### config.mk
export PLATFORM = sky130hd
export DESIGN_NAME = peri_timer_flat
export DESIGN_NICKNAME = d
export VERILOG_FILES = /design/src/rtl/peri_timer_if.sv /design/src/rtl/peri_timer.sv /design/src/flat_wrapper.sv
export SDC_FILE = /design/constraint.sdc
export NUM_CORES = 1
export LEC_CHECK = 0
export CORE_UTILIZATION = 50
export CTS_BUF_LIST = sky130_fd_sc_hd__clkbuf_2 sky130_fd_sc_hd__clkbuf_4 sky130_fd_sc_hd__clkbuf_8
export DETAILED_ROUTE_END_ITERATION = 10
export PLACE_DENSITY_LB_ADDON = 0.3
export SLEW_MARGIN = 15
export SYNTH_ARGS = -nofsm -noshare
export SYNTH_HDL_FRONTEND = slang
export SYNTH_SLANG_ARGS = --single-unit
### constraint.sdc
create_clock -name clk -period 7.3 [get_ports clk]
set_clock_uncertainty 0.1 [all_clocks]
set_input_delay 1.46 -clock clk [delete_from_list [all_inputs] [get_ports clk]]
set_output_delay 1.46 -clock clk [all_outputs]
set_load 0.01 [all_outputs]
### src/rtl/peri_timer_if.sv
// Peripheral bus bundle shared by data memory and memory-mapped blocks.
// The master drives address/data/strobe; the slave returns read data and its decode hit.
interface peri_timer_if;
  logic [10:0] addr;
  logic [15:0] wr_data;
  logic        write_enable;
  logic [15:0] rd_data;
  logic        hit;

  modport master (
    output addr,
    output wr_data,
    output write_enable,
    input  rd_data,
    input  hit
  );

  modport slave (
    input  addr,
    input  wr_data,
    input  write_enable,
    output rd_data,
    output hit
  );
endinterface

### src/rtl/peri_timer.sv
// Memory-mapped interval timer: prescaled tick counter, period match, W1C status
// and a registered, maskable interrupt request.
module peri_timer #(
  parameter logic [10:0] BASE_ADDR = 11'h7F0
) (
  input  logic         clk,
  input  logic         reset,
  peri_timer_if.slave  bus,
  output logic         irq
);

  logic        en_q, en_d;
  logic        reload_q, reload_d;
  logic        irq_en_q, irq_en_d;
  logic [3:0]  ps_q, ps_d;
  logic [15:0] count_q, count_d;
  logic [15:0] period_q, period_d;
  logic        pending_q, pending_d;
  logic        missed_q, missed_d;
  logic [15:0] pre_q, pre_d;
  logic        irq_q, irq_d;

  logic [11:0] offset_full;
  logic [1:0]  offset;
  logic        wr_ctrl, wr_count, wr_period, wr_status;
  logic [15:0] ps_mask;
  logic        tick;
  logic        match_tick;

  // Widened subtraction so addresses below BASE_ADDR land far outside the window.
  assign offset_full = {1'b0, bus.addr} - {1'b0, BASE_ADDR};
  assign offset      = offset_full[1:0];
  assign bus.hit     = (offset_full < 12'd4);

  assign wr_ctrl   = bus.write_enable & bus.hit & (offset == 2'd0);
  assign wr_count  = bus.write_enable & bus.hit & (offset == 2'd1);
  assign wr_period = bus.write_enable & bus.hit & (offset == 2'd2);
  assign wr_status = bus.write_enable & bus.hit & (offset == 2'd3);

  assign ps_mask    = (16'd1 << ps_q) - 16'd1;
  assign tick       = en_q & ((pre_q & ps_mask) == ps_mask);
  assign match_tick = tick & (count_q == period_q);

  always_comb begin
    en_d      = en_q;
    reload_d  = reload_q;
    irq_en_d  = irq_en_q;
    ps_d      = ps_q;
    count_d   = count_q;
    period_d  = period_q;
    pending_d = pending_q;
    missed_d  = missed_q;
    pre_d     = pre_q;

    if (en_q) begin
      pre_d = tick ? 16'd0 : pre_q + 16'd1;
    end

    if (match_tick && !reload_q) begin
      en_d = 1'b0;
    end
    if (wr_ctrl) begin
      en_d     = bus.wr_data[0];
      reload_d = bus.wr_data[1];
      irq_en_d = bus.wr_data[2];
      ps_d     = bus.wr_data[7:4];
      pre_d    = 16'd0;
    end

    if (tick) begin
      count_d = match_tick ? 16'd0 : count_q + 16'd1;
    end
    if (wr_count) begin
      count_d = bus.wr_data;
    end

    if (wr_period) begin
      period_d = bus.wr_data;
    end

    // W1C first so a same-cycle hardware set wins.
    if (wr_status) begin
      if (bus.wr_data[0]) pending_d = 1'b0;
      if (bus.wr_data[1]) missed_d  = 1'b0;
    end
    if (match_tick) begin
      pending_d = 1'b1;
      if (pending_q) missed_d = 1'b1;
    end

    irq_d = pending_d & irq_en_d;
  end

  always_ff @(posedge clk) begin
    if (reset) begin
      en_q      <= 1'b0;
      reload_q  <= 1'b0;
      irq_en_q  <= 1'b0;
      ps_q      <= 4'd0;
      count_q   <= 16'd0;
      period_q  <= 16'hFFFF;
      pending_q <= 1'b0;
      missed_q  <= 1'b0;
      pre_q     <= 16'd0;
      irq_q     <= 1'b0;
    end else begin
      en_q      <= en_d;
      reload_q  <= reload_d;
      irq_en_q  <= irq_en_d;
      ps_q      <= ps_d;
      count_q   <= count_d;
      period_q  <= period_d;
      pending_q <= pending_d;
      missed_q  <= missed_d;
      pre_q     <= pre_d;
      irq_q     <= irq_d;
    end
  end

  assign irq = irq_q;

  always_comb begin
    bus.rd_data = 16'd0;
    if (bus.hit) begin
      unique case (offset)
        2'd0: bus.rd_data = {8'd0, ps_q, 1'b0, irq_en_q, reload_q, en_q};
        2'd1: bus.rd_data = count_q;
        2'd2: bus.rd_data = period_q;
        2'd3: bus.rd_data = {14'd0, missed_q, pending_q};
        default: bus.rd_data = 16'd0;
      endcase
    end
  end

endmodule
### src/flat_wrapper.sv
// flat-port wrapper written by rule: the top's interface ports become plain ports
module peri_timer_flat 
#(
  parameter logic [10:0] BASE_ADDR = 11'h7F0
)
  (clk, reset, irq, bus_addr, bus_wr_data, bus_write_enable, bus_rd_data, bus_hit);
  peri_timer_if bus_i ();
  input  logic clk;
  input  logic reset;
  output logic irq;
  input wire logic [$bits(bus_i.addr)-1:0] bus_addr;
  input wire logic [$bits(bus_i.wr_data)-1:0] bus_wr_data;
  input wire logic [$bits(bus_i.write_enable)-1:0] bus_write_enable;
  output wire logic [$bits(bus_i.rd_data)-1:0] bus_rd_data;
  output wire logic [$bits(bus_i.hit)-1:0] bus_hit;
  assign bus_i.addr = bus_addr;
  assign bus_i.wr_data = bus_wr_data;
  assign bus_i.write_enable = bus_write_enable;
  assign bus_rd_data = bus_i.rd_data;
  assign bus_hit = bus_i.hit;
  peri_timer #(.BASE_ADDR(BASE_ADDR)) u_core (.clk(clk), .reset(reset), .bus(bus_i), .irq(irq));
endmodule
==> results of run 1 <==
worst max path at each step:
stage / slack [ns] / to / from
final: 1.71 / bus_rd_data[12] / bus_addr[0]
after global routing: 1.49 / bus_rd_data[12] / bus_addr[1]
after CTS: 1.72 / bus_rd_data[12] / bus_addr[0]
after detailed placement: 1.71 / bus_rd_data[12] / bus_addr[0]
after global placement: 1.78 / bus_rd_data[11] / bus_addr[0]
after floorplan: 3.12 / bus_rd_data[1] / bus_addr[1]
layout by cell type, fill, tap and decap left out, drive strengths merged, types with 2 or more instances in the layout:
master / n
or4: 2
a31oi: 17
clkinv: 2
and3: 11
nand3: 21
o31ai: 14
a22oi: 9
mux4: 2
a21oi: 13
nor2: 56
nor4b: 2
xnor2: 19
a211o: 17
dfxtp: 57
nand2b: 3
a21boi: 5
clkbuf: 13
xor2: 11
o21ai: 6
nor2b: 25
nand4: 13
and2: 3
mux2i: 11
and4: 5
ha: 3
o211ai: 2
nor4: 4
inv: 5
o21bai: 14
nor3: 5
clkdlybuf4s50: 47
nand4b: 3
buf: 7
nand3b: 3
a211oi: 2
nand2: 20
flip-flops by register name (all words and copies together), names as in the netlist, 4 cells and up:
| register | count |
|---|---|
| u_core.count_q | 16 |
| u_core.period_q | 16 |
| u_core.pre_q | 15 |
| u_core.ps_q | 4 |
per-layer routing:
layer  part of all wire (%)  vias to the layer above  track usage, %
met2                     46                      122            40.0
met3                    5.9                       15            5.24
met4                    1.5                        0            9.09
met5                      0                        -               0
met1                     47                     1613            37.1
li1                       -                     1647               -
where the power goes:
group          switching, W  internal, W
registers       0.000000125     0.000311
logic             0.0000180    0.0000212
clock network      0.000125     0.000177
metrics by stage:
step	std cells	total power, W
after detailed placement	548	0.000357
after CTS	564	0.000656
after global routing	564	0.000676
after global placement	548	0.000357
after floorplan	438	0.000336
final	564	0.000653
cell usage after synthesis (all sizes together) (2+ instances only):
| library cell | number | area (um2) |
|---|---|---|
| a211o | 17 | 149 |
| a211oi | 2 | 20.0 |
| a21boi | 5 | 37.5 |
| a21oi | 13 | 65.1 |
| a22oi | 9 | 67.6 |
| a31oi | 17 | 106 |
| and2 | 3 | 18.8 |
| and3 | 11 | 68.8 |
| and4 | 5 | 43.8 |
| buf | 15 | 90.1 |
| clkbuf | 25 | 93.8 |
| dfxtp | 57 | 1140 |
| ha | 3 | 37.5 |
| inv | 5 | 18.8 |
| mux2i | 11 | 110 |
| mux4 | 2 | 45.0 |
| nand2 | 20 | 75.1 |
| nand2b | 3 | 18.8 |
| nand3 | 21 | 105 |
| nand3b | 3 | 22.5 |
| nand4 | 13 | 81.3 |
| nand4b | 3 | 26.3 |
| nor2 | 56 | 210 |
| nor2b | 25 | 156 |
| nor3 | 5 | 30.0 |
| nor4 | 4 | 52.6 |
| nor4b | 2 | 17.5 |
| o211ai | 2 | 15.0 |
| o21ai | 6 | 30.0 |
| o21bai | 14 | 105 |
| o31ai | 14 | 105 |
| or4 | 2 | 15.0 |
| xnor2 | 19 | 166 |
| xor2 | 11 | 96.3 |
cells by family after synthesis:
| group | count (synthesis) | synth area share, % |
|---|---|---|
| AND/OR/NAND/NOR | 182 | 27.8 |
| AO/OA/AOI/OAI | 108 | 21.8 |
| flip-flops | 57 | 32.0 |
| buffers and inverters | 45 | 5.68 |
| XOR/XNOR | 30 | 7.36 |
| multiplexers | 13 | 4.34 |
| adder cells (fa/ha/maj) | 3 | 1.05 |
area by class of cell:
cell class | instances | area, um2 | share of cell area [%]
Timing Repair Buffer | 54 | 523 | 12.3
Inverter | 5 | 18.8 | 0.443
Sequential cell | 57 | 1140 | 26.9
Multi-Input combinational cell | 336 | 2230 | 52.7
Clock inverter | 3 | 40.0 | 0.945
Clock buffer | 13 | 160 | 3.78
Tap cell | 96 | 120 | 2.84
worst register-to-register path, delay by kind of cell, from the launching register on:
family	cells	cell delay (ns)
AND/OR/NAND/NOR	6	1.95
flip-flops	1	0.46
AO/OA/AOI/OAI	2	0.97
adder cells (fa/ha/maj)	1	0.35
==> impl_metrics.csv, run 1 <==
group,metric,value,unit
die,start_util,52.3,%
place,pre_cts_slack,1.71,ns
min_path,min_path_cells,2,
die,die-area,7480,um2
sta,setup_viol,0,
sta,rsz0062_at_grt,"false",
finish,nNetsFinal,496,
routing,drt_iter0_markers,310,
critical_path,rrSetupSlack,3.33,ns
sta,layout_setup_ws,1.71,ns
sta,whs,0.357,ns
clock_tree,clkSinkCount,57,
critical_path,cp.depth,5,
critical_path,critPathKind,"input pin to output port",
critical_path,rr_endpoint,"u_core.pre_q[12]$_SDFFE_PP0P_",
synthesis,syn_area_per_cell,8.15,um2
finish,drive_above_1_share,7.48,%
grt,antenna_found_initial,0,
place,dp_hpwl,6420,um
critical_path,endpoint_kind,"output port",
grt,track_usage,26.3,%
run,drv_cap,0,
clock_tree,cts_root_buf,"clkbuf_8",
routing,wl_per_cell,16.3,um
critical_path,crit_family,"buffers and inverters",
synthesis,synth_edf_count,0,
clock_tree,h-tree-depth,3,
die,die_h,86.5,um
routing,vias,3397,
critical_path,max_stage_delay,0.89,ns
critical_path,reg2reg_depth,9,
clock_tree,post_cts_resized,0,
die,die_w,86.5,um
finish,finalCoreUtilization,62.0,%
critical_path,r2r-start,"u_core.ps_q[2]$_SDFFE_PP0P_",
sta,hold_viol,0,
critical_path,cp_num_buf_inv,2,
synthesis,ys_seq_elements,57,
finish,fill_cells,620,
routing,wl,9210,um
sta,finalMaxSlewViolations,0,
grt,grt_pass1_wl,15400,um
sta,tns,0,ns
synthesis,synth.yosys.seq_area_share,32.0,%
critical_path,cp_cell_sequence,"clkdlybuf4s50_1 -> nor2b_1 -> a22oi_1 -> nor2_1 -> clkdlybuf4s50_1",
die,pin_count,48,
clock_tree,cts_setup_buffers,0,
sta,min_period,5.59,ns
grt,overflow,0,
run_status,outcome,"complete, no violations",
power,powerDensity,154,nW/um2
clock_tree,postCtsHoldBufs,0,
routing,drt_pass1_iterations,6,
critical_path,startpoint_type,"input pin",
clock_tree,insertion_delay,0.33,ns
routing,ant_nets,0,
routing,vias_per_cell,6.02,
place,io_buffers,47,
critical_path,cp.arrival,4.03,ns
synthesis,synthesis.instances,438,
clock_tree,cts_buffers,9,
min_path,whs_endpoint,"u_core.missed_q$_SDFF_PP0_",
grt,grt_max_degree,45,
synthesis,synth-main-ff-cell,"dfxtp_1",
min_path,min_from,"u_core.missed_q$_SDFF_PP0_",
clock_tree,clock_path_buffers,2,
synthesis,synth-async-reset-ratio,0,%
clock_tree,cts_tree,"yes",
clock_tree,clk_pin_slew,0.07,ns
power,power.leakage,1.42,nW
critical_path,critPathSlowestCell,"nor2b_1",
min_path,hold_path_class,"register to register",
synthesis,synthesis.area,3570,um2
die,rows,30,
critical_path,crit_fanout,15,
sta,max_clock_freq,179,MHz
die,coreArea,6830,um2
sta,relSlewSlack,30.5,%
synthesis,yosysWarnings,0,
sta,worst_slew_pin_slew,1.04,ns
place,placed_area,4040,um2
critical_path,critPathMostFrequentCell,"clkdlybuf4s50_1",
grt,grt_pass1_vias,3100,
finish,n_antenna_cell,0,
sta,fin_crit_sh,76.6,%
critical_path,worstPathRequired,5.74,ns
finish,design_area,4240,um2
synthesis,synth_cell_type_count,58,
power,peakVddDrop,0.102,mV
routing,remaining_drc_errors,0,
finish,syn2layout_area_growth,18.6,%
synthesis,syn_nets,471,
place,gp_congestion,0.876,
(Power assumes the default switching activity.)
==> inputs of run 2 (changes only) <==
- clock period: 7.3 -> 5.1 ns (I/O delays scaled with it)
==> run 2 against run 1 <==
Register-to-register slack worse by 2.0 ns. Wire length up 2.8%. Die area unchanged. Clock-buffer cell count up 2. Critical path type unchanged. Largest power group is now the clock network.
==> impl_metrics.csv, run 2 (synthesized netlist as in run 1, its figures left out) <==
group,metric,value,unit
power,peakVddDrop,0.149,mV
grt,grt_pass1_vias,3241,
critical_path,reg2reg_depth,10,
die,die_h,86.5,um
finish,syn2layout_area_growth,20.7,%
clock_tree,post_cts_resized,0,
critical_path,critPathKind,"input pin to output port",
sta,max_clock_freq,229,MHz
power,power.leakage,1.46,nW
die,die-area,7480,um2
clock_tree,cts_setup_buffers,0,
sta,hold_viol,0,
die,pin_count,48,
clock_tree,clock_path_buffers,2,
power,powerDensity,228,nW/um2
place,place_inst,554,
sta,relSlewSlack,31.2,%
grt,overflow,0,
critical_path,endpoint_kind,"output port",
run_status,outcome,"complete, no violations",
die,die_w,86.5,um
finish,mostFrequentLayoutCells,"57 x dfxtp_1, 56 x nor2_1, 47 x clkdlybuf4s50_1, 25 x nor2b_1, 21 x nand3_1",
routing,wl_per_cell,16.6,um
finish,nNetsFinal,502,
place,io_buffers,47,
routing,wl,9470,um
sta,fin_crit_sh,85.5,%
finish,reg_top3,"u_core.count_q x16, u_core.period_q x16, u_core.pre_q x15",
routing,vias_per_cell,6.12,
routing,ant_nets,0,
grt,antenna_found_initial,0,
critical_path,worstPathRequired,3.98,ns
place,dp_hpwl,6400,um
routing,drt_iter0_markers,241,
clock_tree,cts_tree,"yes",
critical_path,crit_fanout,17,
min_path,hold_path_class,"register to register",
grt,track_usage,26.8,%
sta,layout_setup_ws,0.741,ns
critical_path,max_stage_delay,0.81,ns
clock_tree,insertion_delay,0.34,ns
grt,grt_max_degree,35,
finish,drive_above_1_share,8.65,%
sta,tns,0,ns
die,start_util,52.3,%
run,drv_cap,0,
grt,grt_pass1_wl,15800,um
finish,fin_cells,570,
routing,drt_pass1_iterations,5,
routing,vias,3488,
place,pre_cts_slack,0.729,ns
sta,rsz0062_at_grt,"false",
clock_tree,clkSinkCount,57,
clock_tree,postCtsHoldBufs,0,
min_path,whs_endpoint,"u_core.missed_q$_SDFF_PP0_",
clock_tree,clk_pin_slew,0.06,ns
sta,finalMaxSlewViolations,0,
critical_path,cp.arrival,3.24,ns
finish,n_antenna_cell,0,
clock_tree,cts_root_buf,"clkbuf_8",
place,gp_congestion,0.844,
sta,worst_slew_pin_slew,1.02,ns
clock_tree,cts_buffers,9,
min_path,min_path_cells,2,
min_path,min_from,"u_core.missed_q$_SDFF_PP0_",
clock_tree,h-tree-depth,3,
critical_path,critPathSlowestCell,"or4_1",
finish,mostFrequentLayoutCell,"dfxtp_1",
critical_path,rr_endpoint,"u_core.pre_q[13]$_SDFFE_PP0P_",
critical_path,rrSetupSlack,1.34,ns
critical_path,cp_cell_sequence,"clkdlybuf4s50_1 -> nand4_1 -> or4_1 -> inv_2 -> and2_1 -> clkdlybuf4s50_1",
critical_path,critPathMostFrequentCell,"clkdlybuf4s50_1",
critical_path,startpoint_type,"input pin",
sta,setup_viol,0,
critical_path,r2r-start,"u_core.ps_q[2]$_SDFFE_PP0P_",
sta,min_period,4.36,ns
die,coreArea,6830,um2
routing,remaining_drc_errors,0,
die,rows,30,
run 2: layout make-up:
type | instances | area [um2]
Timing Repair Buffer | 60 | 568
Clock inverter | 1 | 30.0
Multi-Input combinational cell | 336 | 2230
Fill cell | 623 | 2520
Tap cell | 96 | 120
Inverter | 5 | 18.8
Sequential cell | 57 | 1140
Clock buffer | 15 | 200
run 2: metrics by stage:
stage | utilization [%] | total power, W | cell area, um2 | hold WS, ns
floorplan | - | 0.000481 | 3570 | 0.329
global placement | 59.7 | 0.000513 | 4080 | 0.344
detailed placement | 59.7 | 0.000513 | 4080 | 0.345
CTS | 63.1 | 0.000989 | 4310 | 0.357
global route | 63.1 | 0.00101 | 4310 | 0.375
finish | 63.1 | 0.000984 | 4310 | 0.359
run 2: per-layer routing:
| layer | share of wire, % | vias to the layer above | global-route usage (%) |
|---|---|---|---|
| li1 | - | 1660 | - |
| met1 | 44 | 1667 | 35.6 |
| met2 | 47 | 144 | 43.6 |
| met3 | 6.9 | 17 | 6.38 |
| met4 | 1.4 | 0 | 7.42 |
| met5 | 0 | - | 0 |
run 2: worst max-delay path by stage:
stage	startpoint	end	slack, ns
3_3_place_gp	bus_addr[4]	bus_rd_data[1]	0.76
6_report	bus_addr[6]	bus_rd_data[1]	0.74
3_5_place_dp	bus_addr[6]	bus_rd_data[1]	0.73
4_1_cts	bus_addr[6]	bus_rd_data[1]	0.73
5_1_grt	bus_addr[4]	bus_rd_data[1]	0.63
2_1_floorplan	bus_addr[1]	bus_rd_data[1]	1.80
run 2: power by group:
group          leakage [nW]  switching [W]  internal (W)
logic                 0.880      0.0000271     0.0000319
clock network         0.119       0.000181      0.000298
registers             0.460    0.000000170      0.000445
total                  1.46       0.000208      0.000775
run 2: critical path: cells and delay by family:
kind	cells	cell delay, ns
buffers and inverters	3	1.19
and+or+nand+nor	3	1.03
